<file path="config.mk">
export PLATFORM = sky130hd
export DESIGN_NAME = gf_matvec_seq
export DESIGN_NICKNAME = d
export VERILOG_FILES = /design/src/rtl/gf_matvec_seq.sv
export SDC_FILE = /design/constraint.sdc
export NUM_CORES = 1
export LEC_CHECK = 0
export ABC_AREA = 1
export BUFFER_PORTS_ARGS = -buffer_cell sky130_fd_sc_hd__buf_2
export CAP_MARGIN = 20
export CORE_AREA = 5 5 157 189
export CTS_CLUSTER_DIAMETER = 40
export DETAILED_ROUTE_END_ITERATION = 16
export DIE_AREA = 0 0 162 194
export PLACE_DENSITY = 0.76
export SLEW_MARGIN = 20
export SYNTH_ARGS = -nofsm -noshare
export SYNTH_HDL_FRONTEND = slang
export SYNTH_SLANG_ARGS = --single-unit
</file>
<file path="constraint.sdc">
create_clock -name clk -period 3.3 [get_ports clk]
set_clock_uncertainty 0.2 [all_clocks]
set_input_delay 0.165 -clock clk [delete_from_list [all_inputs] [get_ports clk]]
set_output_delay 0.165 -clock clk [all_outputs]
set_load 0.005 [all_outputs]
</file>
<file path="src/rtl/gf_matvec_seq.sv">
// Sequential GF(2^W) matrix-vector multiplier: one result row per clock,
// with a writable N x N coefficient matrix that reloads its default on reset.
//
// state | meaning
// IDLE  | waiting for a vector; coefficient writes accepted here only
// BUSY  | computing row row_q of z = M (x) y, one row per cycle
// DONE  | result held on out_data until the consumer takes it
module gf_matvec_seq #(
  parameter int            N    = 4,
  parameter int            W    = 8,
  parameter logic [W-1:0]  POLY = 8'h69
) (
  input  logic                          clk,
  input  logic                          reset,
  input  logic                          in_valid,
  output logic                          in_ready,
  input  logic [N*W-1:0]                in_data,
  output logic                          out_valid,
  input  logic                          out_ready,
  output logic [N*W-1:0]                out_data,
  input  logic                          coef_we,
  input  logic [$clog2(N*N)-1:0]        coef_addr,
  input  logic [W-1:0]                  coef_data,
  output logic                          coef_err
);

  localparam int AW = $clog2(N*N);
  localparam int RW = $clog2(N);

  typedef enum logic [1:0] {IDLE, BUSY, DONE} state_t;

  state_t           state_q;
  logic [RW-1:0]    row_q;
  logic             out_valid_q;
  logic             coef_err_q;
  logic [N*W-1:0]   y_q;
  logic [N*W-1:0]   out_data_q;
  logic [N*W-1:0]   out_data_d;
  logic [W-1:0]     row_z;
  logic [W-1:0]     mat_q [N*N];
  logic             coef_wr_ok;

  // Shift-and-add multiply; x^W overflow folded back in via POLY.
  function automatic logic [W-1:0] gf_mul(input logic [W-1:0] a, input logic [W-1:0] b);
    logic [W-1:0] p;
    logic [W-1:0] aa;
    p  = '0;
    aa = a;
    for (int k = 0; k < W; k++) begin
      if (b[k]) p = p ^ aa;
      aa = aa[W-1] ? ((aa << 1) ^ POLY) : (aa << 1);
    end
    return p;
  endfunction

  function automatic logic [7:0] mds_entry(input int idx);
    logic [7:0] v;
    case (idx)
      0, 7, 10, 13:          v = 8'h01;
      2, 3, 4, 9, 15:        v = 8'h5B;
      default:               v = 8'hEF;
    endcase
    return v;
  endfunction

  function automatic logic [W-1:0] reset_entry(input int idx);
    if (N == 4 && W == 8) return W'(mds_entry(idx));
    return (idx / N == idx % N) ? W'(1) : '0;
  endfunction

  assign coef_wr_ok = coef_we && (state_q == IDLE) && ({1'b0, coef_addr} < (AW+1)'(N*N));

  always_ff @(posedge clk or negedge reset) begin
    if (!reset) begin
      for (int k = 0; k < N*N; k++) mat_q[k] <= reset_entry(k);
    end else if (coef_wr_ok) begin
      mat_q[coef_addr] <= coef_data;
    end
  end

  always_comb begin
    row_z = '0;
    for (int j = 0; j < N; j++)
      row_z = row_z ^ gf_mul(mat_q[AW'(int'(row_q) * N + j)], y_q[W*j +: W]);
  end

  // Only the current row changes; rows not yet reached keep the previous result.
  always_comb begin
    out_data_d = out_data_q;
    out_data_d[W*int'(row_q) +: W] = row_z;
  end

  always_ff @(posedge clk or negedge reset) begin
    if (!reset) begin
      state_q     <= IDLE;
      row_q       <= '0;
      out_valid_q <= 1'b0;
      out_data_q  <= '0;
      coef_err_q  <= 1'b0;
      y_q         <= '0;
    end else begin
      coef_err_q <= coef_we && !coef_wr_ok;
      case (state_q)
        IDLE: begin
          if (in_valid) begin
            y_q     <= in_data;
            row_q   <= '0;
            state_q <= BUSY;
          end
        end
        BUSY: begin
          out_data_q <= out_data_d;
          if (row_q == RW'(N-1)) begin
            row_q       <= '0;
            out_valid_q <= 1'b1;
            state_q     <= DONE;
          end else begin
            row_q <= row_q + RW'(1);
          end
        end
        DONE: begin
          if (out_ready) begin
            out_valid_q <= 1'b0;
            if (in_valid) begin
              y_q     <= in_data;
              row_q   <= '0;
              state_q <= BUSY;
            end else begin
              state_q <= IDLE;
            end
          end
        end
        default: state_q <= IDLE;
      endcase
    end
  end

  assign in_ready  = (state_q == IDLE) || ((state_q == DONE) && out_ready);
  assign out_valid = out_valid_q;
  assign out_data  = out_data_q;
  assign coef_err  = coef_err_q;

endmodule

</file>
==> results of run 1 <==
[logic make-up (layout without fill, tap and decap cells)]
family | count (synthesis) | count (layout) | share of synthesized area, %
buffers and inverters | 284 | 491 | 8.14
and+or+nand+nor | 1778 | 1778 | 47.1
xor gates and xnor gates | 104 | 104 | 5.95
adders and majority gates | 6 | 6 | 0.475
DFF | 198 | 198 | 32.0
AOI/OAI and AO/OA | 197 | 197 | 6.37
[synth_stat cells (7+ instances only)]
| library cell | count | share of area (%) |
|---|---|---|
| buf_4 | 9 | 0.43 |
| xnor2_1 | 53 | 2.9 |
| clkbuf_1 | 36 | 0.85 |
| nand3_2 | 7 | 0.44 |
| inv_1 | 197 | 4.7 |
| nand3_1 | 244 | 7.7 |
| buf_6 | 15 | 1.1 |
| o21ai_0 | 145 | 4.6 |
| a21oi_1 | 36 | 1.1 |
| nor2_1 | 190 | 4.5 |
| dfrtp_1 | 120 | 19 |
| dfstp_2 | 78 | 13 |
| nand2_1 | 1192 | 28 |
| buf_2 | 10 | 0.32 |
| nand4_1 | 28 | 1.1 |
| xor2_1 | 47 | 2.6 |
| nand2_2 | 71 | 2.8 |
| nand2_4 | 8 | 0.57 |
| nand3b_1 | 21 | 1.0 |
[state kept, by name, indices dropped and copies added (netlist names)]
register,count
row_q,2
y_q,32
state_q,2
out_valid,1
out_data,32
coef_err,1
mat_q,128
[worst max-delay path by stage]
stage / startpoint / end / slack (ns)
CTS: row_q[0]$_DFFE_PN0P_ / out_data[22]$_DFFE_PN0P_ / 0.007
floorplan: row_q[0]$_DFFE_PN0P_ / out_data[27]$_DFFE_PN0P_ / 0.56
finish: row_q[0]$_DFFE_PN0P_ / out_data[31]$_DFFE_PN0P_ / -0.004
global route: row_q[0]$_DFFE_PN0P_ / out_data[22]$_DFFE_PN0P_ / -0.21
global placement: row_q[0]$_DFFE_PN0P_ / out_data[27]$_DFFE_PN0P_ / -0.10
detailed placement: row_q[0]$_DFFE_PN0P_ / out_data[31]$_DFFE_PN0P_ / -0.21
[stage by stage]
stage / TNS (ns) / hold slack, ns
floorplan: 0 / -0.331
global placement: -1.16 / 0.0833
detailed placement: -2.40 / 0.0870
CTS: 0 / 0.0599
global route: -4.04 / 0.0736
finish: -0.00411 / 0.0638
[layout make-up]
class	count	area [sq um]
Tap cell	345	432
Multi-Input combinational cell	2085	10100
Timing Repair Buffer	254	1960
Fill cell	2467	8770
Sequential cell	198	5050
Inverter	205	774
Clock buffer	19	454
Clock inverter	13	150
[routing by layer]
layer	vias up	track usage, %	part of all wire, %
met4	0	11.4	3.7
met3	95	3.34	5.6
met1	7847	41.0	43
met5	-	0	0
met2	573	49.9	48
li1	8415	-	-
[critical path: stages (launching register included)]
cell     delay [ns]
dfrtp_2        0.46
buf_8          0.17
buf_4          0.14
nand2_1        0.07
nand3_1        0.13
nand2_4        0.14
nand2_1        0.10
nand2_4        0.15
nand2_1        0.10
nand2_4        0.14
nand2_1        0.11
nand2_4        0.12
nand2_1        0.06
nand2_1        0.07
nand2_1        0.08
inv_1          0.08
nand2_1        0.07
nand3_1        0.07
nand2_1        0.08
nand3_1        0.09
nand2_2        0.11
nand2_2        0.09
inv_2          0.05
nor2_4         0.15
nand4_1        0.11
nand2_1        0.10
[repair_timing]
| action | CTS | global route |
|---|---|---|
| endpoints found under the hold margin | 78 | 0 |
| gates cloned | 0 | 1 |
| gates resized for setup | 14 | 167 |
| setup endpoints to repair | 24 | 32 |
| pin swaps | 1 | 44 |
| hold buffers | 35 | 0 |
| buffers inserted | 0 | 19 |
==> flow_metrics.tcl, run 1 <==
set metrics [dict create \
    place_area_sq_um 17100 \
    final_core_util_pct 68.3 \
    antenna_found_initial 0 \
    cts.sinks 198 \
    worst-setup-path-type "reg2reg" \
    clk_latency_ns 0.46 \
    synth.net_count 2622 \
    num_vias 16900 \
    htree_levels 4 \
    routed_wl_microns 48600 \
    synth_edf_count 0 \
    post_drt_wl_per_cell_microns 15.6 \
    drc_errors 0 \
    path_clk_slew_ns 0.08 \
    dp.cells 3032 \
    ant_nets 0 \
    syn_area_sq_um 15800 \
    holdPathEnd "mat_q[72]$_DFFE_PN1P_" \
    async_reset_ff_share_pct 100 \
    yosys_most_used_dff "dfrtp_1" \
    worstHoldStart "coef_data[0]" \
    grt_pass1_vias 15800 \
    die_h_microns 194 \
    rr_worst_depth 25 \
    regToRegSetupSlack_ns -0.004 \
    syn_to_final_growth_pct 19.5 \
    worstHoldPathCells 3 \
    gp_congestion 0.988 \
    grt_pass1_wl_microns 78500 \
    slew_viol_final 0 \
    timing.rr.start "row_q[0]$_DFFE_PN0P_" \
    root_buffer "clkbuf_16" \
    setup_viol 1 \
    dieArea_sq_um 31400 \
    routed_via_density 5.43 \
    fin_crit_ns 3.30 \
    grt_max_degree 92 \
    netlist_instances 2567 \
    clockBufferDepth 2 \
    violations "negative setup slack" \
    worst_setup_path_end_kind "flop" \
    cts_tree "built" \
    antenna_cells 0 \
    maxSlewHeadroom_pct 50.1 \
    yosysUniqueCellTypes 39 \
    final_common_cell "nand2_1" \
    tightest_slew_ns 0.748 \
    start_util_pct 57.2 \
    synth_seq_cells 198 \
    die_width_microns 162 \
    finalCritPeriodShare_pct 100 \
    fin_area_sq_um 18900 \
    dr.pass1.iters 5 \
    arrival_ns 3.49 \
    min-delay-path-class "in2reg" \
    dp_hpwl_microns 36000 \
    fmax_ghz 0.303 \
    r2r-end "out_data[31]$_DFFE_PN0P_" \
    drive_gt1_share_pct 20.2 \
    rsz0062_at_grt "yes" \
    worstPathRequired_ns 3.48 \
    setup.worst_path.start_class "flop" \
    dp_worst_setup_slack_ns -0.207 \
    core_area_sq_um 27700 \
    gr-total-overflow 0 \
    cap_violations 0 \
    outcome "finished, violations left" \
    fin_nets 2816 \
    numPortBuffers 83 \
    seq_area_frac_synth_pct 32.0 \
    rows 67 \
    final_cell_mix "nand2_1, nand3_1, inv_1" \
    syn_area_per_cell_sq_um 6.16 \
    grtUsageTotal_pct 30.3 \
    timing.final.ws_setup_ns -0.00411 \
    io_pins 84 \
    dr.first_iter.drc_count 1337 \
    final_hold_viol_count 0 \
    cp_max_fo 10 \
    cts_buffers 17 \
    yosysWarnings 0 \
    instances_no_fill 3119 \
]
Power of run 1 is left out: the tool's default activity adds up to more than one toggle a clock period on the data nets, which glitch-free logic cannot reach.
==> run 2: changes to the inputs <==
--- a/config.mk
+++ b/config.mk
@@ -6,13 +6,14 @@
 export NUM_CORES = 1
 export LEC_CHECK = 0
 export ABC_AREA = 1
-export BUFFER_PORTS_ARGS = -buffer_cell sky130_fd_sc_hd__buf_2
+export BUFFER_PORTS_ARGS = -buffer_cell sky130_fd_sc_hd__buf_4
 export CAP_MARGIN = 20
 export CORE_AREA = 5 5 157 189
 export CTS_CLUSTER_DIAMETER = 40
 export DETAILED_ROUTE_END_ITERATION = 16
 export DIE_AREA = 0 0 162 194
 export PLACE_DENSITY = 0.76
+export SETUP_SLACK_MARGIN = 0.3
 export SLEW_MARGIN = 20
 export SYNTH_ARGS = -nofsm -noshare
 export SYNTH_HDL_FRONTEND = slang
==> flow_metrics.tcl, run 2 (synthesized netlist as in run 1, its figures left out) <==
set metrics [dict create \
    final_cell_mix "nand2_1, buf_4, nand3_1" \
    syn_to_final_growth_pct 28.5 \
    worst_setup_path_end_kind "flop" \
    numPortBuffers 83 \
    grt_pass1_vias 16400 \
    fin_nets 2882 \
    fin_area_sq_um 20300 \
    setup.worst_path.start_class "flop" \
    htree_levels 4 \
    rr_worst_depth 27 \
    clockBufferDepth 2 \
    final_common_cell "nand2_1" \
    io_pins 84 \
    worst-setup-path-type "reg2reg" \
    gp_congestion 0.988 \
    maxSlewHeadroom_pct 47.6 \
    die_width_microns 162 \
    final_hold_viol_count 0 \
    min-delay-path-class "in2reg" \
    routed_via_density 5.45 \
    antenna_found_initial 0 \
    violations "negative setup slack" \
    ant_nets 0 \
    grt_max_degree 93 \
    drc_errors 0 \
    arrival_ns 3.52 \
    root_buffer "clkbuf_16" \
    core_area_sq_um 27700 \
    worstPathRequired_ns 3.44 \
    dp_hpwl_microns 36100 \
    fin_crit_ns 3.38 \
    grtUsageTotal_pct 32.4 \
    die_h_microns 194 \
    fillCellCount 2318 \
    dr.pass1.iters 6 \
    multiInputGateArea_sq_um 10600 \
    cts.sinks 198 \
    cts_tree "built" \
    grt_pass1_wl_microns 82900 \
    largest_reg_flops 128 \
    antenna_cells 0 \
    drive_gt1_share_pct 26.8 \
    worstHoldPathCells 4 \
    gr-total-overflow 0 \
    fmax_ghz 0.296 \
    setup_viol 18 \
    rows 67 \
    num_vias 17400 \
    whs_ns 0.0291 \
    tightest_slew_ns 0.787 \
    path_clk_slew_ns 0.09 \
    timing.rr.start "row_q[0]$_DFFE_PN0P_" \
    dieArea_sq_um 31400 \
    r2r-end "out_data[30]$_DFFE_PN0P_" \
    timing.final.ws_setup_ns -0.0815 \
    finalCritPeriodShare_pct 102 \
    outcome "finished, violations left" \
    place_area_sq_um 17500 \
    worstHoldStart "in_valid" \
    cts_buffers 17 \
    regArea_sq_um 5050 \
    cap_violations 0 \
    slew_viol_final 0 \
    holdPathEnd "row_q[1]$_DFFE_PN0P_" \
    dr.first_iter.drc_count 1372 \
    regToRegSetupSlack_ns -0.08 \
    post_drt_wl_per_cell_microns 16.4 \
    clk_latency_ns 0.46 \
    routed_wl_microns 52300 \
    top_register "mat_q" \
    cp_max_fo 15 \
    rsz0062_at_grt "yes" \
    start_util_pct 57.2 \
]
run 2: changes by cell type in the layout (fill, tap and decap cells not counted), sizes merged:
cell / previous run / this run
bufinv: 0 / 1
clkinv: 11 / 13
inv: 206 / 204
buf: 217 / 281
bufbuf: 0 / 1
clkinvlp: 1 / 2
clkbuf: 21 / 20
run 2: routing by layer:
layer	GRT usage [%]	part of all wire [%]	vias up
li1	-	-	8524
met1	42.0	41	8104
met2	54.9	49	607
met3	4.02	5.8	127
met4	13.3	4.0	0
met5	0	0	-
run 2: critical path, stage by stage, from the launching register on:
cell and delay [ns]:
dfrtp_2 0.48, clkinv_4 0.13, buf_12 0.17, nand2_1 0.10
nand2_1 0.09, nand2_2 0.08, nand2_4 0.08, buf_4 0.14
nand2_1 0.06, nand2_2 0.09, nand2_1 0.11, nand2_2 0.09
nand2_1 0.12, nand2_2 0.09, nand2_1 0.10, nand3_2 0.10
nand2_2 0.11, inv_1 0.04, nor2_1 0.10, nand2_1 0.07
nand2_1 0.12, nand3_1 0.10, nand2_2 0.10, inv_1 0.05
nand2_1 0.08, nand2_2 0.10, nand4_1 0.09, nand2_1 0.07
run 2: worst max path at each step:
stage / slack [ns] / endpoint / start
after CTS: 0.03 / out_data[11]$_DFFE_PN0P_ / row_q[0]$_DFFE_PN0P_
after global placement: -0.11 / out_data[22]$_DFFE_PN0P_ / row_q[1]$_DFFE_PN0P_
after detailed placement: -0.16 / out_data[22]$_DFFE_PN0P_ / row_q[0]$_DFFE_PN0P_
after floorplan: 0.56 / out_data[27]$_DFFE_PN0P_ / row_q[0]$_DFFE_PN0P_
after global routing: -0.33 / out_data[31]$_DFFE_PN0P_ / row_q[0]$_DFFE_PN0P_
final: -0.08 / out_data[30]$_DFFE_PN0P_ / row_q[0]$_DFFE_PN0P_
run 2: through the flow:
stage	util [%]	instances	setup TNS, ns	setup WS (ns)
2_1_floorplan	-	2567	0	0.559
4_1_cts	70.2	3158	0	0.0267
3_3_place_gp	63.1	3052	-0.584	-0.108
3_5_place_dp	63.1	3052	-1.61	-0.161
6_report	73.4	3185	-0.713	-0.0815
5_1_grt	73.4	3185	-6.68	-0.328
run 2: final cells by class:
type,count,area share [%]
Multi-Input combinational cell,2085,52.0
Sequential cell,198,24.9
Timing Repair Buffer,320,14.1
Inverter,205,3.82
Tap cell,345,2.12
Clock buffer,17,2.09
Clock inverter,15,0.998
run 2: timing repair:
action                                  4_1_cts  5_1_grt
setup buffers                                33       25
endpoints found under the hold margin        85        0
hold buffers                                 35        0
pin swaps                                    44       81
gates cloned                                  6        2
resized for setup                           160      179
endpoints found under the setup margin       32       32
Power of run 2 is left out for the same reason.
